[src/rtl/m_s_ip_arb_pkg.sv]
// Interrupt bit positions, privilege encodings and cause types shared by the
// mip/sip pending logic and the interrupt arbiter.
package m_s_ip_arb_pkg;

  localparam int SSI = 1;
  localparam int MSI = 3;
  localparam int STI = 5;
  localparam int MTI = 7;
  localparam int SEI = 9;
  localparam int MEI = 11;

  localparam int CAUSE_W = 4;

  localparam logic [1:0] PRIV_U = 2'd0;
  localparam logic [1:0] PRIV_S = 2'd1;
  localparam logic [1:0] PRIV_M = 2'd3;

  // Implemented interrupt bits, and the subset that may be delegated to S.
  localparam logic [11:0] IRQ_MASK   = 12'hAAA;
  localparam logic [11:0] DELEG_MASK = 12'h222;

  typedef logic [CAUSE_W-1:0] cause_t;

  typedef struct packed {
    logic   valid;
    cause_t cause;
    logic   to_s;
  } irq_sel_t;

  function automatic cause_t to_cause(input int idx);
    return cause_t'(idx);
  endfunction

endpackage

[src/rtl/m_s_ip_arb_if.sv]
// Request/acknowledge channel between the interrupt arbiter and the trap unit.
interface m_s_ip_arb_if;
  import m_s_ip_arb_pkg::*;

  logic   int_req;
  cause_t int_cause;
  logic   int_to_s;
  logic   int_ack;

  modport master (output int_req, output int_cause, output int_to_s, input int_ack);
  modport slave  (input int_req, input int_cause, input int_to_s, output int_ack);

endinterface

[src/rtl/m_s_ip_arb_int_sync_2ff.sv]
// Multi-flop level synchronizer for an asynchronous interrupt line.
module int_sync_2ff #(
  parameter int SYNC_STAGES = 2
) (
  input  logic clk,
  input  logic rst,
  input  logic d_i,
  output logic q_o
);

  logic [SYNC_STAGES-1:0] sync_q;

  always_ff @(posedge clk) begin
    if (rst) begin
      sync_q <= '0;
    end else begin
      sync_q <= {sync_q[SYNC_STAGES-2:0], d_i};
    end
  end

  assign q_o = sync_q[SYNC_STAGES-1];

endmodule

[src/rtl/m_s_ip_arb.sv]
// mip/sip pending bits plus a single-outstanding interrupt arbiter that offers
// one latched cause to the trap unit over a req/ack handshake.
module m_s_ip_arb
  import m_s_ip_arb_pkg::*;
#(
  parameter int SYNC_STAGES = 2
) (
  input  logic        clk,
  input  logic        rst,
  input  logic        m_ext_int,
  input  logic        s_ext_int,
  input  logic        m_tmr_int,
  input  logic        m_soft_int,
  input  logic        mrw_mip_sel,
  input  logic        srw_sip_sel,
  input  logic        csr_write,
  input  logic [63:0] data_csr,
  input  logic [63:0] m_s_ie,
  input  logic [63:0] mideleg,
  input  logic        mstatus_mie,
  input  logic        mstatus_sie,
  input  logic [1:0]  priv,
  output logic [63:0] m_s_ip,
  output logic [63:0] s_ip,
  m_s_ip_arb_if.master trap
);

  localparam logic [1:0] ST_IDLE  = 2'd0;
  localparam logic [1:0] ST_REQ   = 2'd1;
  localparam logic [1:0] ST_DRAIN = 2'd2;

  // ---------------------------------------------------------------- sync
  logic [3:0] async_lvl;
  logic [3:0] sync_lvl;

  assign async_lvl = {m_soft_int, m_tmr_int, s_ext_int, m_ext_int};

  generate
    for (genvar gi = 0; gi < 4; gi++) begin : g_sync
      int_sync_2ff #(.SYNC_STAGES(SYNC_STAGES)) u_sync (
        .clk (clk),
        .rst (rst),
        .d_i (async_lvl[gi]),
        .q_o (sync_lvl[gi])
      );
    end
  endgenerate

  logic meip_sync, seip_sync, mtip_sync, msip_sync;
  assign meip_sync = sync_lvl[0];
  assign seip_sync = sync_lvl[1];
  assign mtip_sync = sync_lvl[2];
  assign msip_sync = sync_lvl[3];

  // ------------------------------------------------------ software bits
  logic ssip_q, stip_q, seip_q;
  logic ssip_d, stip_d, seip_d;

  always_comb begin
    ssip_d = ssip_q;
    stip_d = stip_q;
    seip_d = seip_q;
    if (csr_write && mrw_mip_sel) begin
      ssip_d = data_csr[SSI];
      stip_d = data_csr[STI];
      seip_d = data_csr[SEI];
    end else if (csr_write && srw_sip_sel) begin
      ssip_d = data_csr[SSI];
    end
  end

  // ------------------------------------------------------- pending view
  logic [11:0] pend;

  always_comb begin
    pend      = '0;
    pend[MEI] = meip_sync;
    pend[MTI] = mtip_sync;
    pend[MSI] = msip_sync;
    pend[SEI] = seip_q | seip_sync;
    pend[STI] = stip_q;
    pend[SSI] = ssip_q;
  end

  logic [11:0] deleg;
  assign deleg  = mideleg[11:0] & DELEG_MASK;
  assign m_s_ip = {52'b0, pend};
  assign s_ip   = {52'b0, pend & deleg};

  // -------------------------------------------------------- eligibility
  logic        m_en, s_en;
  logic [11:0] active, elig_m, elig_s;

  assign m_en   = (priv != PRIV_M) || mstatus_mie;
  assign s_en   = (priv == PRIV_U) || ((priv == PRIV_S) && mstatus_sie);
  assign active = pend & m_s_ie[11:0] & IRQ_MASK;
  assign elig_m = active & ~deleg & {12{m_en}};
  assign elig_s = active &  deleg & {12{s_en}};

  // Fixed order within a destination class: 11, 3, 7, 9, 1, 5.
  function automatic cause_t pick(input logic [11:0] v);
    if      (v[MEI]) return to_cause(MEI);
    else if (v[MSI]) return to_cause(MSI);
    else if (v[MTI]) return to_cause(MTI);
    else if (v[SEI]) return to_cause(SEI);
    else if (v[SSI]) return to_cause(SSI);
    else             return to_cause(STI);
  endfunction

  irq_sel_t sel;

  always_comb begin
    sel = '0;
    if (|elig_m) begin
      sel.valid = 1'b1;
      sel.cause = pick(elig_m);
      sel.to_s  = 1'b0;
    end else if (|elig_s) begin
      sel.valid = 1'b1;
      sel.cause = pick(elig_s);
      sel.to_s  = 1'b1;
    end
  end

  // ----------------------------------------------------------------- FSM
  logic [1:0] state_q, state_d;
  cause_t     cause_q, cause_d;
  logic       to_s_q, to_s_d;
  logic       latched_elig;

  // The latched source is re-checked in the class it was granted under.
  assign latched_elig = to_s_q ? elig_s[cause_q] : elig_m[cause_q];

  always_comb begin
    state_d = state_q;
    cause_d = cause_q;
    to_s_d  = to_s_q;
    case (state_q)
      ST_IDLE: begin
        if (sel.valid) begin
          state_d = ST_REQ;
          cause_d = sel.cause;
          to_s_d  = sel.to_s;
        end
      end
      ST_REQ: begin
        if (trap.int_ack) begin
          state_d = ST_DRAIN;
        end else if (!latched_elig) begin
          state_d = ST_IDLE;
        end
      end
      ST_DRAIN: state_d = ST_IDLE;
      default:  state_d = ST_IDLE;
    endcase
  end

  always_ff @(posedge clk) begin
    if (rst) begin
      state_q <= ST_IDLE;
      cause_q <= '0;
      to_s_q  <= 1'b0;
      ssip_q  <= 1'b0;
      stip_q  <= 1'b0;
      seip_q  <= 1'b0;
    end else begin
      state_q <= state_d;
      cause_q <= cause_d;
      to_s_q  <= to_s_d;
      ssip_q  <= ssip_d;
      stip_q  <= stip_d;
      seip_q  <= seip_d;
    end
  end

  assign trap.int_req   = (state_q == ST_REQ);
  assign trap.int_cause = cause_q;
  assign trap.int_to_s  = to_s_q;

  logic unused_bits;
  assign unused_bits = ^{data_csr[63:10], data_csr[8:6], data_csr[4:2], data_csr[0],
                         m_s_ie[63:12], mideleg[63:12]};

endmodule

[src/flat_wrapper.sv]
// flat-port wrapper written by rule: the top's interface ports become plain ports
module m_s_ip_arb_flat import m_s_ip_arb_pkg::*;
#(
  parameter int SYNC_STAGES = 2
)
  (clk, rst, m_ext_int, s_ext_int, m_tmr_int, m_soft_int, mrw_mip_sel, srw_sip_sel, csr_write, data_csr, m_s_ie, mideleg, mstatus_mie, mstatus_sie, priv, m_s_ip, s_ip, trap_int_req, trap_int_cause, trap_int_to_s, trap_int_ack);
  m_s_ip_arb_if trap_i ();
  input  logic clk;
  input  logic rst;
  input  logic m_ext_int;
  input  logic s_ext_int;
  input  logic m_tmr_int;
  input  logic m_soft_int;
  input  logic mrw_mip_sel;
  input  logic srw_sip_sel;
  input  logic csr_write;
  input  logic [63:0] data_csr;
  input  logic [63:0] m_s_ie;
  input  logic [63:0] mideleg;
  input  logic mstatus_mie;
  input  logic mstatus_sie;
  input  logic [1:0] priv;
  output logic [63:0] m_s_ip;
  output logic [63:0] s_ip;
  output wire logic [$bits(trap_i.int_req)-1:0] trap_int_req;
  output wire logic [$bits(trap_i.int_cause)-1:0] trap_int_cause;
  output wire logic [$bits(trap_i.int_to_s)-1:0] trap_int_to_s;
  input wire logic [$bits(trap_i.int_ack)-1:0] trap_int_ack;
  assign trap_int_req = trap_i.int_req;
  assign trap_int_cause = trap_i.int_cause;
  assign trap_int_to_s = trap_i.int_to_s;
  assign trap_i.int_ack = trap_int_ack;
  m_s_ip_arb #(.SYNC_STAGES(SYNC_STAGES)) u_core (.clk(clk), .rst(rst), .m_ext_int(m_ext_int), .s_ext_int(s_ext_int), .m_tmr_int(m_tmr_int), .m_soft_int(m_soft_int), .mrw_mip_sel(mrw_mip_sel), .srw_sip_sel(srw_sip_sel), .csr_write(csr_write), .data_csr(data_csr), .m_s_ie(m_s_ie), .mideleg(mideleg), .mstatus_mie(mstatus_mie), .mstatus_sie(mstatus_sie), .priv(priv), .m_s_ip(m_s_ip), .s_ip(s_ip), .trap(trap_i));
endmodule
[config.mk]
export PLATFORM = sky130hd
export DESIGN_NAME = m_s_ip_arb_flat
export DESIGN_NICKNAME = d
export VERILOG_FILES = /design/src/rtl/m_s_ip_arb_pkg.sv /design/src/rtl/m_s_ip_arb_if.sv /design/src/rtl/m_s_ip_arb_int_sync_2ff.sv /design/src/rtl/m_s_ip_arb.sv /design/src/flat_wrapper.sv
export SDC_FILE = /design/constraint.sdc
export NUM_CORES = 1
export LEC_CHECK = 0
export CELL_PAD_IN_SITES_DETAIL_PLACEMENT = 2
export CELL_PAD_IN_SITES_GLOBAL_PLACEMENT = 2
export CORE_UTILIZATION = 10
export DETAILED_ROUTE_END_ITERATION = 8
export GPL_TIMING_DRIVEN = 0
export PLACE_DENSITY_LB_ADDON = 0.1
export SYNTH_ARGS = -nofsm -noshare
export SYNTH_HDL_FRONTEND = slang
export SYNTH_SLANG_ARGS = --single-unit
[constraint.sdc]
create_clock -name clk -period 4 [get_ports clk]
set_input_delay 0.8 -clock clk [delete_from_list [all_inputs] [get_ports clk]]
set_output_delay 0.8 -clock clk [all_outputs]
set_load 0.02 [all_outputs]
==> results.json, run 1 <==
{
  "row_count": 49,
  "hold_path.class": "flip-flop to flip-flop",
  "finalSetupViolCount": 0,
  "violations": "DRC",
  "fin_skew_ns": 0.003605,
  "dr.first_iter.drc_count": 32,
  "fillers": 2181,
  "placed_cell_area_sq_um": 3010,
  "slowest_delay_ns": 0.62,
  "synth_top_cell_by_area": "buf_4",
  "numCtsBuffers": 3,
  "die_x_um": 139.1,
  "arrival_ns": 2.07,
  "combinationalPowerShare_pct": 43.9,
  "antenna_found_initial": 0,
  "power.internal_mw": 0.4633,
  "rr_endpoint": "u_core.state_q[0]",
  "final_max_slew_viol_count": 0,
  "hold_violations": 0,
  "syn_inst": 232,
  "crit_top_cell": "clkdlybuf4s50_1",
  "final_area_sq_um": 3088,
  "yosysTopAreaCellShare_pct": 49.50,
  "yosys_register_bits": 18,
  "die_h_um": 139.1,
  "drc": 24,
  "dieArea_sq_um": 19360,
  "startpoint_type": "primary input",
  "drive_above_1_share_pct": 34.61,
  "cts_tree": "done",
  "dp_hpwl_um": 5354,
  "portBuffers": 40,
  "post_cts_buffers": 0,
  "syn_area_sq_um": 1881,
  "initial_utilization_pct": 10.33,
  "htree_levels": 1,
  "cp_max_fo": 3,
  "p_leak_nw": 1.598,
  "r2r_setup_slack_ns": 2.34,
  "ant_nets": 0,
  "ys_warn_count": 0,
  "maxSlewHeadroom_pct": 57.17,
  "cts_hold_buf": 0,
  "crit_type": "primary input to output pin",
  "synth_cell_type_count": 39,
  "grt_pass1_vias": 1675,
  "clockPowerShare_pct": 28.0,
  "p_switching_mw": 0.2525,
  "synth_edf_count": 0,
  "power_frac_seq_pct": 28.1,
  "synthFlopType": "dfxtp_1",
  "clk_latency_ns": 0.25,
  "core_sq_um": 18210,
  "root_buffer": "clkbuf_16",
  "cts.sink_count": 18,
  "synthTopCellsByCount": "buf_4 (124), dfxtp_1 (18), nor2b_1 (11)",
  "clock_path_buffers": 2,
  "r2r_cells": 5,
  "worstHoldStart": "u_core.g_sync[0].u_sync.sync_q[0]",
  "gp_congestion": 0.6586,
  "area_delta_synth_final_pct": 64.20,
  "power_density_nw_per_um2": 231.8,
  "via_per_inst": 2.708,
  "avgRoutedWirePerCell_um": 9.502,
  "fmax_ghz": 0.3488,
  "crit_chain": "clkdlybuf4s50_1 > and2_1 > clkdlybuf4s50_1",
  "critPathSlowestCell": "clkdlybuf4s50_1",
  "sw_frac_of_total_pct": 35.28,
  "r2r_start": "u_core.seip_q",
  "cts.repair.resized": 0,
  "avgSynthCellArea_sq_um": 8.106,
  "outcome": "finished with violations",
  "ys_seq_area_share_pct": 19.16,
  "peakVddDrop_v": 0.0001031,
  "ios": 340,
  "ff_latch_area_sq_um": 360.3,
  "grt_pass1_wl_um": 9121,
  "end_kind": "output pin",
  "multi_input_area_sq_um": 993.5,
  "routed_wl_um": 5920,
  "fin_crit_sh_pct": 71.68,
  "min_period_ns": 2.867,
  "gr-total-overflow": 0,
  "rsz0062_at_grt": "false",
  "ys_top_cells_by_area": "buf_4 (50%), dfxtp_1 (19%), nor2b_1 (3.7%)",
  "holdPathStages": 1,
  "synthArstFlopShare_pct": 0,
  "min_to": "u_core.g_sync[0].u_sync.sync_q[1]",
  "grt_max_degree": 11,
  "tightest_slew_ns": 0.6424,
  "drtPass1Iterations": 6,
  "grt.total_usage_pct": 5.974,
  "yosysMostFrequentCell": "buf_4",
  "fin_nets": 601,
  "crit_required_ns": 3.20,
  "fin_tns_setup_ns": 0,
  "cap_violations": 0,
  "total_power_mw": 0.7158,
  "vias": 1687,
  "cts.clk_slew.worst_paths_ns": 0.05
}
==> routing by layer <==
layer | up-vias | GRT usage, % | share of wire [%]
li1 | 841 | - | -
met5 | - | 0 | 0
met3 | 4 | 2.314 | 13
met2 | 93 | 10.66 | 48
met4 | 0 | 0.5263 | 0.24
met1 | 749 | 6.951 | 39
==> worst max-delay path, delay by kind of cell <==
| kind | cells | cell delay (ns) |
|---|---|---|
| AND/OR/NAND/NOR | 1 | 0.14 |
| buffers and inverters | 2 | 1.12 |
==> flip-flops by register name (all words and copies together), names as in the netlist <==
signal	flops
u_core.state_q	2
u_core.stip_q	1
u_core.trap.int_cause	4
u_core.trap.int_to_s	1
u_core.ssip_q	1
u_core.g_sync.u_sync.sync_q	8
u_core.seip_q	1
==> logic make-up (layout without fill, tap and decap cells) <==
family	Yosys count	count (layout)	share of synthesized area, %
other	1	120	0.1994
buffers and inverters	132	175	51.56
AOI/OAI and AO/OA	26	26	11.98
muxes	3	3	1.597
and+or+nand+nor	52	52	15.50
DFF	18	18	19.16
==> cell usage in the layout (no fill, tap or decap), drive strengths merged, types with 4 or more instances in the layout <==
| cell | netlist | final |
|---|---|---|
| a21oi | 10 | 10 |
| conb | 1 | 119 |
| buf | 126 | 126 |
| nand2 | 7 | 7 |
| clkbuf | 1 | 4 |
| nor2 | 8 | 8 |
| nand3 | 8 | 8 |
| dfxtp | 18 | 18 |
| and2 | 5 | 5 |
| clkdlybuf4s50 | 0 | 40 |
| inv | 5 | 5 |
| nor2b | 11 | 11 |
==> how the worst max path moves through the flow <==
| stage | from | end | slack [ns] | cells past startpoint |
|---|---|---|---|---|
| floorplan | mideleg[9] | u_core.trap.int_cause[3] | 2.15 | 5 |
| global placement | mideleg[9] | s_ip[9] | 1.12 | 3 |
| detailed placement | mideleg[9] | s_ip[9] | 1.12 | 3 |
| CTS | mideleg[9] | s_ip[9] | 1.11 | 3 |
| global route | mideleg[5] | s_ip[5] | 1.08 | 3 |
| finish | mideleg[5] | s_ip[5] | 1.13 | 3 |
==> final cells by class <==
type                    count  share of cell area, %
multi-input cells         200                  32.17
plain buffers             127                  30.79
repair buffers             40                  12.97
flip-flops and latches     18                  11.67
well taps                 229                  9.279
clock buffers               3                  2.431
inverters                   5                 0.6078
diodes                      1                0.08104
==> power by group through the flow <==
stage | clock [mW] | sequential (mW) | combinational [mW]
detailed placement | 0 | 0.206 | 0.309
global route | 0.216 | 0.204 | 0.338
global placement | 0 | 0.206 | 0.309
CTS | 0.214 | 0.202 | 0.310
finish | 0.200 | 0.201 | 0.314
floorplan | 0 | 0.208 | 0.240
==> per-stage QoR <==
step                hold WS (ns)  worst slack [ns]  util, %  instances
floorplan                 0.4138             2.148        -        350
global placement          0.4192             1.124    16.53        619
detailed placement        0.4282             1.122    16.53        619
CTS                       0.4416             1.112    16.95        622
global route              0.4468             1.075    16.95        622
finish                    0.4392             1.133    16.96        623
Power figures use the tool's default switching activity.
==> run 2, diff against run 1 <==
==> constraint.sdc (replaced) <==
create_clock -name clk -period 2.7 [get_ports clk]
set_input_delay 0.54 -clock clk [delete_from_list [all_inputs] [get_ports clk]]
set_output_delay 0.54 -clock clk [all_outputs]
set_load 0.02 [all_outputs]
==> results of run 2 <==
Same layout as run 1 (identical final DEF). Status: finished with violations: DRC.
Among the figures that moved: setup slack after placement 1.122 ns -> 0.3425 ns; setup slack after layout 1.133 ns -> 0.3527 ns; register-to-register setup slack 2.34 ns -> 1.04 ns; total power 0.7158 mW -> 1.060 mW; worst IR drop on VDD 0.0001031 V -> 0.0001528 V
